### src/rtl/mealey_stimulus_gen.sv
// Stimulus generator feeding the Mealey eta_i1 input: one run of LENGTH signed
// samples drawn from a saturating ramp, wrapping ramp, alternating +/-AMP or a
// 9-bit LFSR, bracketed by busy and a sticky done flag.
// LFSR_SEED must be nonzero; a zero seed locks the LFSR at zero.
module mealey_stimulus_gen #(
  parameter int unsigned        WIDTH     = 9,
  parameter int                 START     = -4,
  parameter int                 STEP      = 3,
  parameter int unsigned        AMP       = 100,
  parameter logic [WIDTH-1:0]   LFSR_SEED = 9'h001,
  parameter int unsigned        LENGTH    = 16
) (
  input  logic                    system1000,
  input  logic                    system1000_rst,
  input  logic                    start,
  input  logic [1:0]              mode,
  input  logic                    hold,
  output logic signed [WIDTH-1:0] eta_o,
  output logic                    eta_valid,
  output logic [7:0]              idx,
  output logic                    busy,
  output logic                    done
);

  localparam logic signed [WIDTH-1:0] StartS  = WIDTH'(START);
  localparam logic signed [WIDTH-1:0] StepS   = WIDTH'(STEP);
  localparam logic signed [WIDTH-1:0] AmpS    = WIDTH'(AMP);
  localparam logic [7:0]              LastIdx = 8'(LENGTH - 1);
  localparam logic signed [WIDTH-1:0] MaxS    = {1'b0, {(WIDTH-1){1'b1}}};
  localparam logic signed [WIDTH-1:0] MinS    = {1'b1, {(WIDTH-1){1'b0}}};

  typedef enum logic [1:0] {StIdle, StRun, StDone} state_e;

  state_e                    state_q, state_d;
  logic signed [WIDTH-1:0]   eta_q, eta_d;
  logic [7:0]                idx_q, idx_d;
  logic [WIDTH-1:0]          lfsr_q, lfsr_d;
  logic [1:0]                mode_q, mode_d;

  logic signed [WIDTH:0]     sat_sum;
  logic signed [WIDTH-1:0]   next_sample;
  logic signed [WIDTH-1:0]   first_sample;
  logic [WIDTH-1:0]          lfsr_next;
  logic                      accept;

  // State register with synchronous reset.
  always_ff @(posedge system1000) begin
    if (system1000_rst) state_q <= StIdle;
    else                state_q <= state_d;
  end

  // Datapath registers; the LFSR returns to its seed on reset.
  always_ff @(posedge system1000) begin
    if (system1000_rst) begin
      eta_q  <= '0;
      idx_q  <= '0;
      lfsr_q <= LFSR_SEED;
      mode_q <= '0;
    end else begin
      eta_q  <= eta_d;
      idx_q  <= idx_d;
      lfsr_q <= lfsr_d;
      mode_q <= mode_d;
    end
  end

  // Next state: start is only honoured outside RUN.
  always_comb begin
    state_d = state_q;
    unique case (state_q)
      StIdle, StDone: if (start) state_d = StRun;
      StRun:          if (!hold && idx_q == LastIdx) state_d = StDone;
      default:        state_d = StIdle;
    endcase
  end

  // Sample arithmetic for every mode.
  always_comb begin
    // Widen by one bit so overflow shows as the top two bits disagreeing.
    sat_sum   = {eta_q[WIDTH-1], eta_q} + {StepS[WIDTH-1], StepS};
    lfsr_next = {lfsr_q[WIDTH-2:0], lfsr_q[WIDTH-1] ^ lfsr_q[WIDTH-5]};
    unique case (mode_q)
      2'd0: begin
        if (sat_sum[WIDTH] != sat_sum[WIDTH-1]) next_sample = sat_sum[WIDTH] ? MinS : MaxS;
        else                                    next_sample = sat_sum[WIDTH-1:0];
      end
      2'd1:    next_sample = eta_q + StepS;
      2'd2:    next_sample = -eta_q;
      default: next_sample = $signed(lfsr_next);
    endcase
    unique case (mode)
      2'd0, 2'd1: first_sample = StartS;
      2'd2:       first_sample = AmpS;
      default:    first_sample = $signed(LFSR_SEED);
    endcase
  end

  // Datapath next values: load on accepted start, advance or finish in RUN.
  always_comb begin
    eta_d  = eta_q;
    idx_d  = idx_q;
    lfsr_d = lfsr_q;
    mode_d = mode_q;
    accept = (state_q != StRun) && start;
    if (accept) begin
      eta_d  = first_sample;
      idx_d  = '0;
      lfsr_d = LFSR_SEED;
      mode_d = mode;
    end else if (state_q == StRun && !hold) begin
      if (idx_q == LastIdx) begin
        eta_d = '0;
        idx_d = '0;
      end else begin
        eta_d = next_sample;
        idx_d = idx_q + 8'd1;
        if (mode_q == 2'd3) lfsr_d = lfsr_next;
      end
    end
  end

  // Outputs decoded from state; eta_q is zero whenever no run is active.
  always_comb begin
    busy      = (state_q == StRun);
    eta_valid = (state_q == StRun);
    done      = (state_q == StDone);
    eta_o     = eta_q;
    idx       = idx_q;
  end

endmodule
### config.mk
export PLATFORM = sky130hd
export DESIGN_NAME = mealey_stimulus_gen
export DESIGN_NICKNAME = d
export VERILOG_FILES = /design/src/rtl/mealey_stimulus_gen.sv
export SDC_FILE = /design/constraint.sdc
export NUM_CORES = 1
export LEC_CHECK = 0
export BUFFER_PORTS_ARGS = -buffer_cell sky130_fd_sc_hd__buf_2
export CAP_MARGIN = 20
export CELL_PAD_IN_SITES_DETAIL_PLACEMENT = 1
export CELL_PAD_IN_SITES_GLOBAL_PLACEMENT = 1
export CORE_MARGIN = 1
export CORE_UTILIZATION = 38
export DETAILED_ROUTE_END_ITERATION = 8
export GPL_TIMING_DRIVEN = 0
export PLACE_DENSITY = 0.83
export SYNTH_ARGS = -nofsm -noshare
export SYNTH_HDL_FRONTEND = slang
export SYNTH_SLANG_ARGS = --single-unit
export TNS_END_PERCENT = 5
### constraint.sdc
create_clock -name system1000 -period 2.2 [get_ports system1000]
set_input_delay 0.11 -clock system1000 [delete_from_list [all_inputs] [get_ports system1000]]
set_output_delay 0.11 -clock system1000 [all_outputs]
set_load 0.01 [all_outputs]
; Word-level counts from Yosys, hierarchy flattened
; Cells that the tools add are included.
[classes]
n_addsub = 4
eq_ne = 12
mux = 11
bitwise_logic = 2
reduce_logical = 13
[op_table]
columns = operator, count
row1 = 9-bit two-way mux, 5
row2 = 9-bit one-hot mux with 3 select lines, 1
row3 = 9-bit one-hot mux with 2 select lines, 1
row4 = "9-bit by 3-bit adder with 10-bit output, second input constant", 1
row5 = "9-bit by 3-bit adder with 9-bit output, second input constant", 1
row6 = 9-bit negation, 1
row7 = "8-bit by 1-bit adder with 8-bit output, second input constant", 1
row8 = "2-bit == test, second input constant", 4
row9 = "8-bit by 4-bit == test with 1-bit output, second input constant", 1
row10 = 8-bit two-way mux, 1
row11 = "2-bit by 1-bit == test with 1-bit output, second input constant", 3
row12 = 2-bit logical NOT, 3
row13 = 2-bit OR reduction, 3
row14 = 2-bit two-way mux, 2
row15 = "2-bit by 1-bit != test with 1-bit output, second input constant", 2
row16 = 2-bit one-hot mux with 2 select lines, 1
row17 = 1-bit logical AND, 3
row18 = 3-bit AND reduction, 1
row19 = "2-bit != test, second input constant", 1
row20 = 2-bit AND reduction, 1
row21 = 2-bit nonzero test, 1
row22 = 1-bit logical NOT, 1
row23 = 1-bit != test, 1
row24 = 1-bit inverter, 1
row25 = 1-bit XOR, 1
[totals]
regBits = 30
input_bits = 6
out_inout_bits = 20
wordCells = 47

; Depth between registers and ports, before layout
; Gate-level depths: netlist of the first run.
[logic_depth]
word_depth = 7
mapped_depth = 8
ltp_nobuf = 7

; Least setup slack after synthesis of the first run
; No wires, ideal clock.
[synth_path]
path_type = reg-to-reg
from = register eta_q[0] (netlist: eta_o[0])
to = register eta_q[1] (netlist: eta_o[1])
setup_time_ns = 0.068
arrival_ns = 2.095
t_required_ns = 2.132
path_slack_ns = 0.037
stages_incl_launch_ff = 9
path_buffers = 1
synth_period_minus_slack_ns = 2.163
path_cell_list = dfxtp_1 -> buf_2 -> inv_1 -> ha_1 -> or2_4 -> a2111oi_4 -> nor3b_1 -> or3_1 -> a21oi_2
[synth_between]
elab_chain_len = 7
elab_cells_between_ends = 10
classes_between = 3 x add/sub / 1 x eq/ne / 6 x mux
[synth_rtl]
columns = item, line
row1 = "start, declared", 35  ; logic signed [WIDTH-1:0] eta_q, eta_d;
row2 = "start signal, assigned", 60  ; eta_q <= eta_d;
row3 = 9-bit by 3-bit adder with 10-bit output, 80  ; sat_sum = {eta_q[WIDTH-1], eta_q} + {StepS[WIDTH-1], StepS};
row4 = 9-bit two-way mux or 1-bit != test (tied branches), 84  ; if (sat_sum[WIDTH] != sat_sum[WIDTH-1]) next_sample = sat_sum[WIDTH] ? MinS : MaxS;
row5 = 9-bit two-way mux, 84
row6 = 9-bit one-hot mux with 3 select lines *, 82  ; unique case (mode_q)
row7 = 9-bit two-way mux *, 111  ; if (idx_q == LastIdx) begin
row8 = 9-bit two-way mux *, 110  ; end else if (state_q == StRun && !hold) begin
row9 = 9-bit two-way mux *, 105  ; if (accept) begin
; Every way passes the cells marked *; elsewhere a longest branch is shown, timed or not. The select of a mux whose other input is x is not followed.
; A chain may end at the register's enable or synchronous reset.

; Worst setup path after layout of the first run
[layout_path]
from = register eta_q[1] (netlist: eta_o[1])
to = register eta_q[1] (netlist: eta_o[1])
; Same word-level chain as after synthesis.

==> results of run 1 <==
## critical path, delay by kind of cell (launching register included)
family | cells | cell delay, ns
AO/OA/AOI/OAI | 2 | 0.52
adder cells (fa/ha/maj) | 1 | 0.18
buffers and inverters | 3 | 0.37
flip-flops | 1 | 0.34
AND/OR/NAND/NOR | 3 | 0.66
## state kept, by name, summed over array words and instances, names as in the netlist
name and cells:
lfsr_q 9, state_q 2, idx 8, mode_q 2
eta_o 9
## synthesized netlist by cell type, types with 3 or more instances
master / number / share of area
sky130_fd_sc_hd__clkbuf_1: 5 / 0.0099
sky130_fd_sc_hd__nor3b_1: 3 / 0.012
sky130_fd_sc_hd__xor2_1: 8 / 0.037
sky130_fd_sc_hd__nand3_1: 8 / 0.021
sky130_fd_sc_hd__a21oi_1: 28 / 0.074
sky130_fd_sc_hd__inv_1: 6 / 0.012
sky130_fd_sc_hd__ha_1: 3 / 0.020
sky130_fd_sc_hd__a31oi_1: 4 / 0.013
sky130_fd_sc_hd__nand2_1: 37 / 0.073
sky130_fd_sc_hd__o21ai_0: 8 / 0.021
sky130_fd_sc_hd__nor2_1: 22 / 0.043
sky130_fd_sc_hd__buf_2: 6 / 0.016
sky130_fd_sc_hd__dfxtp_1: 30 / 0.32
sky130_fd_sc_hd__nor3_1: 5 / 0.013
sky130_fd_sc_hd__xnor2_1: 12 / 0.055
## per-layer routing
metal	vias up	GRT usage	part of all wire
met1	906	0.286	0.48
met3	10	0.0387	0.024
li1	928	-	-
met2	30	0.378	0.47
met5	-	0	0
met4	0	0.0763	0.021
## cell usage in the layout, fill, tap and decap left out, types with 2 or more instances in the layout
cell,n
sky130_fd_sc_hd__a2111oi_2,2
sky130_fd_sc_hd__a21oi_1,28
sky130_fd_sc_hd__a31oi_1,4
sky130_fd_sc_hd__and3_1,2
sky130_fd_sc_hd__buf_2,30
sky130_fd_sc_hd__buf_4,9
sky130_fd_sc_hd__buf_6,4
sky130_fd_sc_hd__clkbuf_1,6
sky130_fd_sc_hd__clkbuf_8,6
sky130_fd_sc_hd__dfxtp_1,28
sky130_fd_sc_hd__dfxtp_2,2
sky130_fd_sc_hd__ha_1,2
sky130_fd_sc_hd__inv_1,5
sky130_fd_sc_hd__inv_2,2
sky130_fd_sc_hd__nand2_1,37
sky130_fd_sc_hd__nand2b_1,2
sky130_fd_sc_hd__nand3_1,8
sky130_fd_sc_hd__nand4_1,2
sky130_fd_sc_hd__nor2_1,22
sky130_fd_sc_hd__nor2b_1,2
sky130_fd_sc_hd__nor3_1,5
sky130_fd_sc_hd__nor3b_1,3
sky130_fd_sc_hd__nor4_1,2
sky130_fd_sc_hd__o21a_1,2
sky130_fd_sc_hd__o21ai_0,8
sky130_fd_sc_hd__o221ai_1,2
sky130_fd_sc_hd__or2_2,2
sky130_fd_sc_hd__or3_1,2
sky130_fd_sc_hd__xnor2_1,12
sky130_fd_sc_hd__xor2_1,8
## report_power, final
part	internal, W	total, W	switching [W]
combinational	0.000148	0.000361	0.000213
sequential	0.000564	0.000579	0.0000145
clock	0.000252	0.000461	0.000209
total	0.000965	0.00140	0.000437
## area by class of cell
| cell class | count | area share |
|---|---|---|
| Timing Repair Buffer | 32 | 0.0777 |
| Clock inverter | 1 | 0.00219 |
| Sequential cell | 30 | 0.264 |
| Multi-Input combinational cell | 188 | 0.523 |
| Tap cell | 67 | 0.0367 |
| Inverter | 7 | 0.0115 |
| Clock buffer | 7 | 0.0378 |
| Buffer | 17 | 0.0476 |
## logic make-up after synthesis
logic type,count (synthesis),share of synthesized area
and+or+nand+nor,98,0.252
DFF,30,0.316
xor gates and xnor gates,20,0.0922
adders and majority gates,3,0.0198
AOI/OAI and AO/OA,65,0.244
muxes,2,0.0112
buffers and inverters,24,0.0646
## worst max-delay path by stage
stage                     slack, ns  startpoint       end
final                          0.05    eta_o[1]  eta_o[1]
after global routing          -0.02    eta_o[0]  eta_o[0]
after CTS                   0.00006    eta_o[1]  eta_o[1]
after detailed placement      -0.31    eta_o[0]  eta_o[5]
after global placement        -0.28    eta_o[0]  eta_o[5]
after floorplan                0.04    eta_o[0]  eta_o[1]
## timing repair
item,in CTS,in global routing
buffers inserted,2,5
resized for setup,5,6
setup endpoints to repair,8,3
hold buffers,0,0
pin swaps,1,2
## metrics by stage
stage / hold slack (ns) / total power [W] / worst slack (ns)
after global placement: 0.371 / 0.000921 / -0.285
after global routing: 0.139 / 0.00147 / -0.0245
final: 0.0986 / 0.00140 / 0.0472
after floorplan: 0.246 / 0.000837 / 0.0371
after CTS: 0.0947 / 0.00139 / 0.0000602
after detailed placement: 0.385 / 0.000927 / -0.312
==> impl_metrics.env, run 1 <==
export IMPL_max_slew_worst_pin_slew_ns=0.624
export IMPL_worst_r2r_startpoint="eta_o[1]"
export IMPL_synth_edf_count=0
export IMPL_worst_ep_required_time_ns=2.41
export IMPL_timing_setup_critical_path_class="flop to flop"
export IMPL_synthFlopType="sky130_fd_sc_hd__dfxtp_1"
export IMPL_peak_supply_drop_mv=0.299
export IMPL_crit_path_start_kind="flop"
export IMPL_placementRows=25
export IMPL_synth_area_per_cell_sq_um=7.85
export IMPL_tritoncts="yes"
export IMPL_hold_end="mode_q[0]"
export IMPL_post_drt_wl_per_cell_microns=15.9
export IMPL_dr_pass1_iters=4
export IMPL_syn_inst=242
export IMPL_viasPerCell=5.37
export IMPL_hold_viol=0
export IMPL_design_portCount=26
export IMPL_synth_net_count=251
export IMPL_skew_ns=0.00627
export IMPL_core_region_area_sq_um=4750
export IMPL_clock_sinks=30
export IMPL_yosysSeqAreaShare=0.316
export IMPL_finalSetupTns_ns=0
export IMPL_area_growth_synth_to_final_pct=20.4
export IMPL_die_outline_area_sq_um=5290
export IMPL_synth_cell_type_count=59
export IMPL_final_setup_viol_count=0
export IMPL_sequential_cell_area_sq_um=603
export IMPL_final_design_area_no_fill_sq_um=2290
export IMPL_detail_route_iter0_violations=134
export IMPL_synthesis_area_sq_um=1900
export IMPL_num_antenna_cells=0
export IMPL_grt_start_max_net_pins=11
export IMPL_crit_path_max_incr_delay_ns=0.39
export IMPL_power_density_nw_per_um2=613
export IMPL_routabilityCongestion=0.802
export IMPL_worst_setup_end_kind="flop"
export IMPL_drtAntennaViolNets=0
export IMPL_drv_max_cap_violation_count=0
export IMPL_routed_via_count=1874
export IMPL_timing_hold_worst_start="mode[0]"
export IMPL_fin_crit_sh=0.979
export IMPL_clock_pin_slew_worst_setup_and_hold_paths_ns=0.06
export IMPL_postLayoutCoreUtil=0.481
export IMPL_slowest_stage="sky130_fd_sc_hd__a2111oi_4"
export IMPL_multi_input_comb_area_sq_um=1190
export IMPL_reg2reg_to="eta_o[1]"
export IMPL_hpwl_mm=3.96
export IMPL_grt_pass1_vias=1854
export IMPL_post_route_cells_drive_above_1_share=0.238
export IMPL_hp_class="input pin to flop"
export IMPL_grt_overflow_total=0
export IMPL_cts_root_buf="sky130_fd_sc_hd__clkbuf_8"
export IMPL_p_leak_nw=0.876
export IMPL_cts_buffers=5
export IMPL_final_net_count=290
export IMPL_outcome="complete, no violations"
export IMPL_initial_antenna_violation_count=0
export IMPL_num_fill_cells=601
export IMPL_timing_fmax_mhz=465
export IMPL_total_count_of_max_transition_violations_in_the_final_report=0
export IMPL_h_tree_depth=2
export IMPL_drc=0
export IMPL_cp_max_fo=5
export IMPL_reg2reg_setup_slack_ns=0.05
export IMPL_routed_wirelength_mm=5.53
export IMPL_hold_path_depth=3
export IMPL_clock_latency_ns=0.28
export IMPL_die_h_microns=72.7
export IMPL_postSynth_asyncResetShare=0
export IMPL_floorplan_initialDensity=0.399
export IMPL_grt_pass1_wl_mm=9.00
export IMPL_reg2regPathDepth=9
export IMPL_cp_arrival_ns=2.36
export IMPL_worst_slew_margin_rel=0.580
export IMPL_floorplan_die_width_microns=72.7
export IMPL_dpl_cell_count=334
export IMPL_synthesis_yosys_warnings=0
export IMPL_buffer_ports_inserted=25
export IMPL_synth_ff_latch_count=30
export IMPL_clock_path_buffers=2
export IMPL_worstPathCellList="buf_6, inv_1, ha_4, or2_4, a2111oi_4, buf_4, nor3b_1, or3_1, a21oi_2"
export IMPL_placedInstanceArea_sq_um=2110
export IMPL_post_layout_nonfiller_instances=349
export IMPL_grt_use_total=0.223
export IMPL_finalWorstPathRequiredPeriod_ns=2.15
Power figures use the tool's default switching activity.
==> run 2: changes to the inputs <==
--- a/config.mk
+++ b/config.mk
@@ -7,2 +7,3 @@
 export LEC_CHECK = 0
+export ABC_AREA = 1
 export BUFFER_PORTS_ARGS = -buffer_cell sky130_fd_sc_hd__buf_2
@@ -12,6 +13,6 @@
 export CORE_MARGIN = 1
-export CORE_UTILIZATION = 38
+export CORE_UTILIZATION = 37
 export DETAILED_ROUTE_END_ITERATION = 8
 export GPL_TIMING_DRIVEN = 0
-export PLACE_DENSITY = 0.83
+export PLACE_DENSITY = 0.84
 export SYNTH_ARGS = -nofsm -noshare
--- a/constraint.sdc
+++ b/constraint.sdc
@@ -3,2 +3,2 @@
 set_output_delay 0.11 -clock system1000 [all_outputs]
-set_load 0.01 [all_outputs]
+set_load 0.1 [all_outputs]
==> impl_metrics.env, run 2 <==
export IMPL_outcome="complete, no violations"
export IMPL_clock_latency_ns=0.30
export IMPL_area_growth_synth_to_final_pct=16.4
export IMPL_skew_ns=0.0135
export IMPL_worst_r2r_startpoint="eta_o[0]"
export IMPL_grt_pass1_vias=2006
export IMPL_postCtsSetupRepairBufs=0
export IMPL_synthFlopType="sky130_fd_sc_hd__dfxtp_1"
export IMPL_synth_area_per_cell_sq_um=6.77
export IMPL_drc=0
export IMPL_synth_net_count=307
export IMPL_yosys_area_top_type_share=0.298
export IMPL_synth_edf_count=0
export IMPL_design_portCount=26
export IMPL_buffer_ports_inserted=25
export IMPL_crit_path_start_kind="flop"
export IMPL_cp_max_fo=6
export IMPL_peak_supply_drop_mv=0.320
export IMPL_initial_antenna_violation_count=0
export IMPL_hp_class="input pin to flop"
export IMPL_timing_fmax_mhz=533
export IMPL_hold_end="state_q[0]"
export IMPL_setup_repair_after_global_routing_missed_its_margin="false"
export IMPL_synth_cell_type_count=37
export IMPL_detail_route_iter0_violations=93
export IMPL_postLayoutCoreUtil=0.454
export IMPL_routed_wirelength_mm=6.10
export IMPL_fin_crit_sh=0.853
export IMPL_final_net_count=339
export IMPL_drv_max_cap_violation_count=0
export IMPL_h_tree_depth=2
export IMPL_worst_ep_required_time_ns=2.40
export IMPL_post_synth_main_area_contributors="sky130_fd_sc_hd__dfxtp_1, sky130_fd_sc_hd__nand2_1, sky130_fd_sc_hd__a21oi_1, sky130_fd_sc_hd__inv_1, sky130_fd_sc_hd__nor2_1"
export IMPL_postSynth_asyncResetShare=0
export IMPL_most_common_cell_in_the_synthesized_netlist="sky130_fd_sc_hd__nand2_1"
export IMPL_drtAntennaViolNets=0
export IMPL_post_drt_wl_per_cell_microns=15.2
export IMPL_viasPerCell=5.22
export IMPL_reg2reg_to="eta_o[6]"
export IMPL_core_region_area_sq_um=5170
export IMPL_clock_sinks=30
export IMPL_die_h_microns=75.9
export IMPL_clock_path_buffers=2
export IMPL_floorplan_initialDensity=0.390
export IMPL_yosysTopAreaCell="sky130_fd_sc_hd__dfxtp_1"
export IMPL_max_slew_worst_pin_slew_ns=0.534
export IMPL_finalSetupTns_ns=0
export IMPL_timing_setup_critical_path_class="flop to flop"
export IMPL_final_common_cell="sky130_fd_sc_hd__nand2_1"
export IMPL_cts_buffers=5
export IMPL_cp_arrival_ns=2.07
export IMPL_hold_path_depth=3
export IMPL_grt_overflow_total=0
export IMPL_grt_pass1_wl_mm=9.42
export IMPL_floorplan_die_width_microns=75.9
export IMPL_worst_slew_margin_rel=0.644
export IMPL_synthesis_yosys_warnings=0
export IMPL_hold_buffers=0
export IMPL_num_antenna_cells=0
export IMPL_routed_via_count=2089
export IMPL_final_setup_viol_count=0
export IMPL_worst_setup_end_kind="flop"
export IMPL_post_layout_power_w=0.00170
export IMPL_finalWorstPathRequiredPeriod_ns=1.88
export IMPL_syn_inst=298
export IMPL_placementRows=26
export IMPL_post_route_cells_drive_above_1_share=0.221
export IMPL_timing_hold_worst_start="start"
export IMPL_cts_root_buf="sky130_fd_sc_hd__clkbuf_8"
export IMPL_hold_viol=0
export IMPL_reg2reg_setup_slack_ns=0.32
export IMPL_die_outline_area_sq_um=5750
export IMPL_routabilityCongestion=0.817
export IMPL_ctsResizeCount=0
export IMPL_timing_hold_ws_ns=0.0737
export IMPL_total_count_of_max_transition_violations_in_the_final_report=0
export IMPL_mostFrequentLayoutCells="sky130_fd_sc_hd__nand2_1, sky130_fd_sc_hd__inv_1, sky130_fd_sc_hd__a21oi_1"
export IMPL_synthesis_area_sq_um=2020
export IMPL_power_density_nw_per_um2=725
export IMPL_dr_pass1_iters=4
export IMPL_reg2regPathDepth=14
export IMPL_grt_start_max_net_pins=11
export IMPL_tritoncts="yes"
export IMPL_grt_use_total=0.225
export IMPL_p_leak_nw=1.03
export IMPL_yosysSeqAreaShare=0.298
export IMPL_synth_ff_latch_count=30
export IMPL_hpwl_mm=4.67
export IMPL_clock_pin_slew_worst_setup_and_hold_paths_ns=0.07
export IMPL_ys_top_cells_by_count="sky130_fd_sc_hd__nand2_1, sky130_fd_sc_hd__inv_1, sky130_fd_sc_hd__a21oi_1"
## run 2: cell count changes after synthesis, moves of 4 or more
cell,delta
sky130_fd_sc_hd__clkbuf_1,-4
sky130_fd_sc_hd__buf_2,-5
sky130_fd_sc_hd__nor2_1,+5
sky130_fd_sc_hd__inv_2,+4
sky130_fd_sc_hd__nor2_4,+6
sky130_fd_sc_hd__nand2_1,+22
sky130_fd_sc_hd__xnor2_1,-12
sky130_fd_sc_hd__nor2_2,+4
sky130_fd_sc_hd__o21ai_0,+12
sky130_fd_sc_hd__nand3_1,+9
sky130_fd_sc_hd__nand4_1,+5
sky130_fd_sc_hd__o21ai_1,+4
sky130_fd_sc_hd__inv_1,+31
## run 2: per-layer routing
metal | vias to the layer above | routed length [microns] | GRT usage
li1 | 1033 | - | -
met1 | 1001 | 2750 | 0.279
met2 | 39 | 2990 | 0.374
met3 | 16 | 201 | 0.0384
met4 | 0 | 159 | 0.117
met5 | - | 0 | 0
## run 2: report_power, final
part           switching [W]  leakage [nW]  internal, W
Combinational       0.000398         0.726     0.000131
Sequential         0.0000243         0.246     0.000567
Clock               0.000221        0.0573     0.000362
## run 2: worst max path at each step
stage | endpoint | cells after the start | from
floorplan | eta_o[0] | 11 | eta_o[5]
global placement | eta_o[6] | 11 | eta_o[0]
detailed placement | eta_o[6] | 14 | eta_o[0]
CTS | eta_o[6] | 14 | eta_o[0]
global route | eta_o[6] | 14 | eta_o[0]
finish | eta_o[6] | 14 | eta_o[0]
## run 2: per-stage QoR
step	cell area (sq um)	instances	setup WS, ns
final	2350	400	0.323
after global placement	2240	393	0.405
after floorplan	2020	298	0.00981
after global routing	2350	400	0.0943
after detailed placement	2240	393	0.376
after CTS	2350	400	0.330
## run 2: cell families (layout without fill, tap and decap cells)
| kind of cell | Yosys count | count (layout) | share of synthesized area |
|---|---|---|---|
| AOI/OAI and AO/OA | 68 | 68 | 0.185 |
| xor gates and xnor gates | 7 | 7 | 0.0304 |
| adders and majority gates | 3 | 3 | 0.0186 |
| buffers and inverters | 52 | 84 | 0.113 |
| DFF | 30 | 30 | 0.298 |
| and+or+nand+nor | 138 | 138 | 0.355 |
## run 2: worst max-delay path, cell delays in order (launching register included)
cell                      delay (ns)
sky130_fd_sc_hd__dfxtp_2        0.35
sky130_fd_sc_hd__inv_1          0.10
sky130_fd_sc_hd__ha_1           0.18
sky130_fd_sc_hd__inv_1          0.05
sky130_fd_sc_hd__nor2_1         0.12
sky130_fd_sc_hd__nand2_1        0.12
sky130_fd_sc_hd__nor2_1         0.20
sky130_fd_sc_hd__nand2_1        0.08
sky130_fd_sc_hd__nand2_1        0.06
sky130_fd_sc_hd__nand3_1        0.06
sky130_fd_sc_hd__nand2_1        0.10
sky130_fd_sc_hd__nor2_1         0.05
sky130_fd_sc_hd__nand2_1        0.06
sky130_fd_sc_hd__nand2_1        0.06
sky130_fd_sc_hd__a21oi_1        0.18
## run 2: cell type report
| class | instances | area [sq um] |
|---|---|---|
| buffer | 9 | 66.3 |
| clock buffer | 6 | 82.6 |
| clock inverter | 1 | 30.0 |
| fill | 674 | 2820 |
| inverter | 43 | 161 |
| multi-input combinational | 216 | 1190 |
| sequential | 30 | 606 |
| tap | 70 | 87.6 |
| timing repair buffer | 25 | 125 |
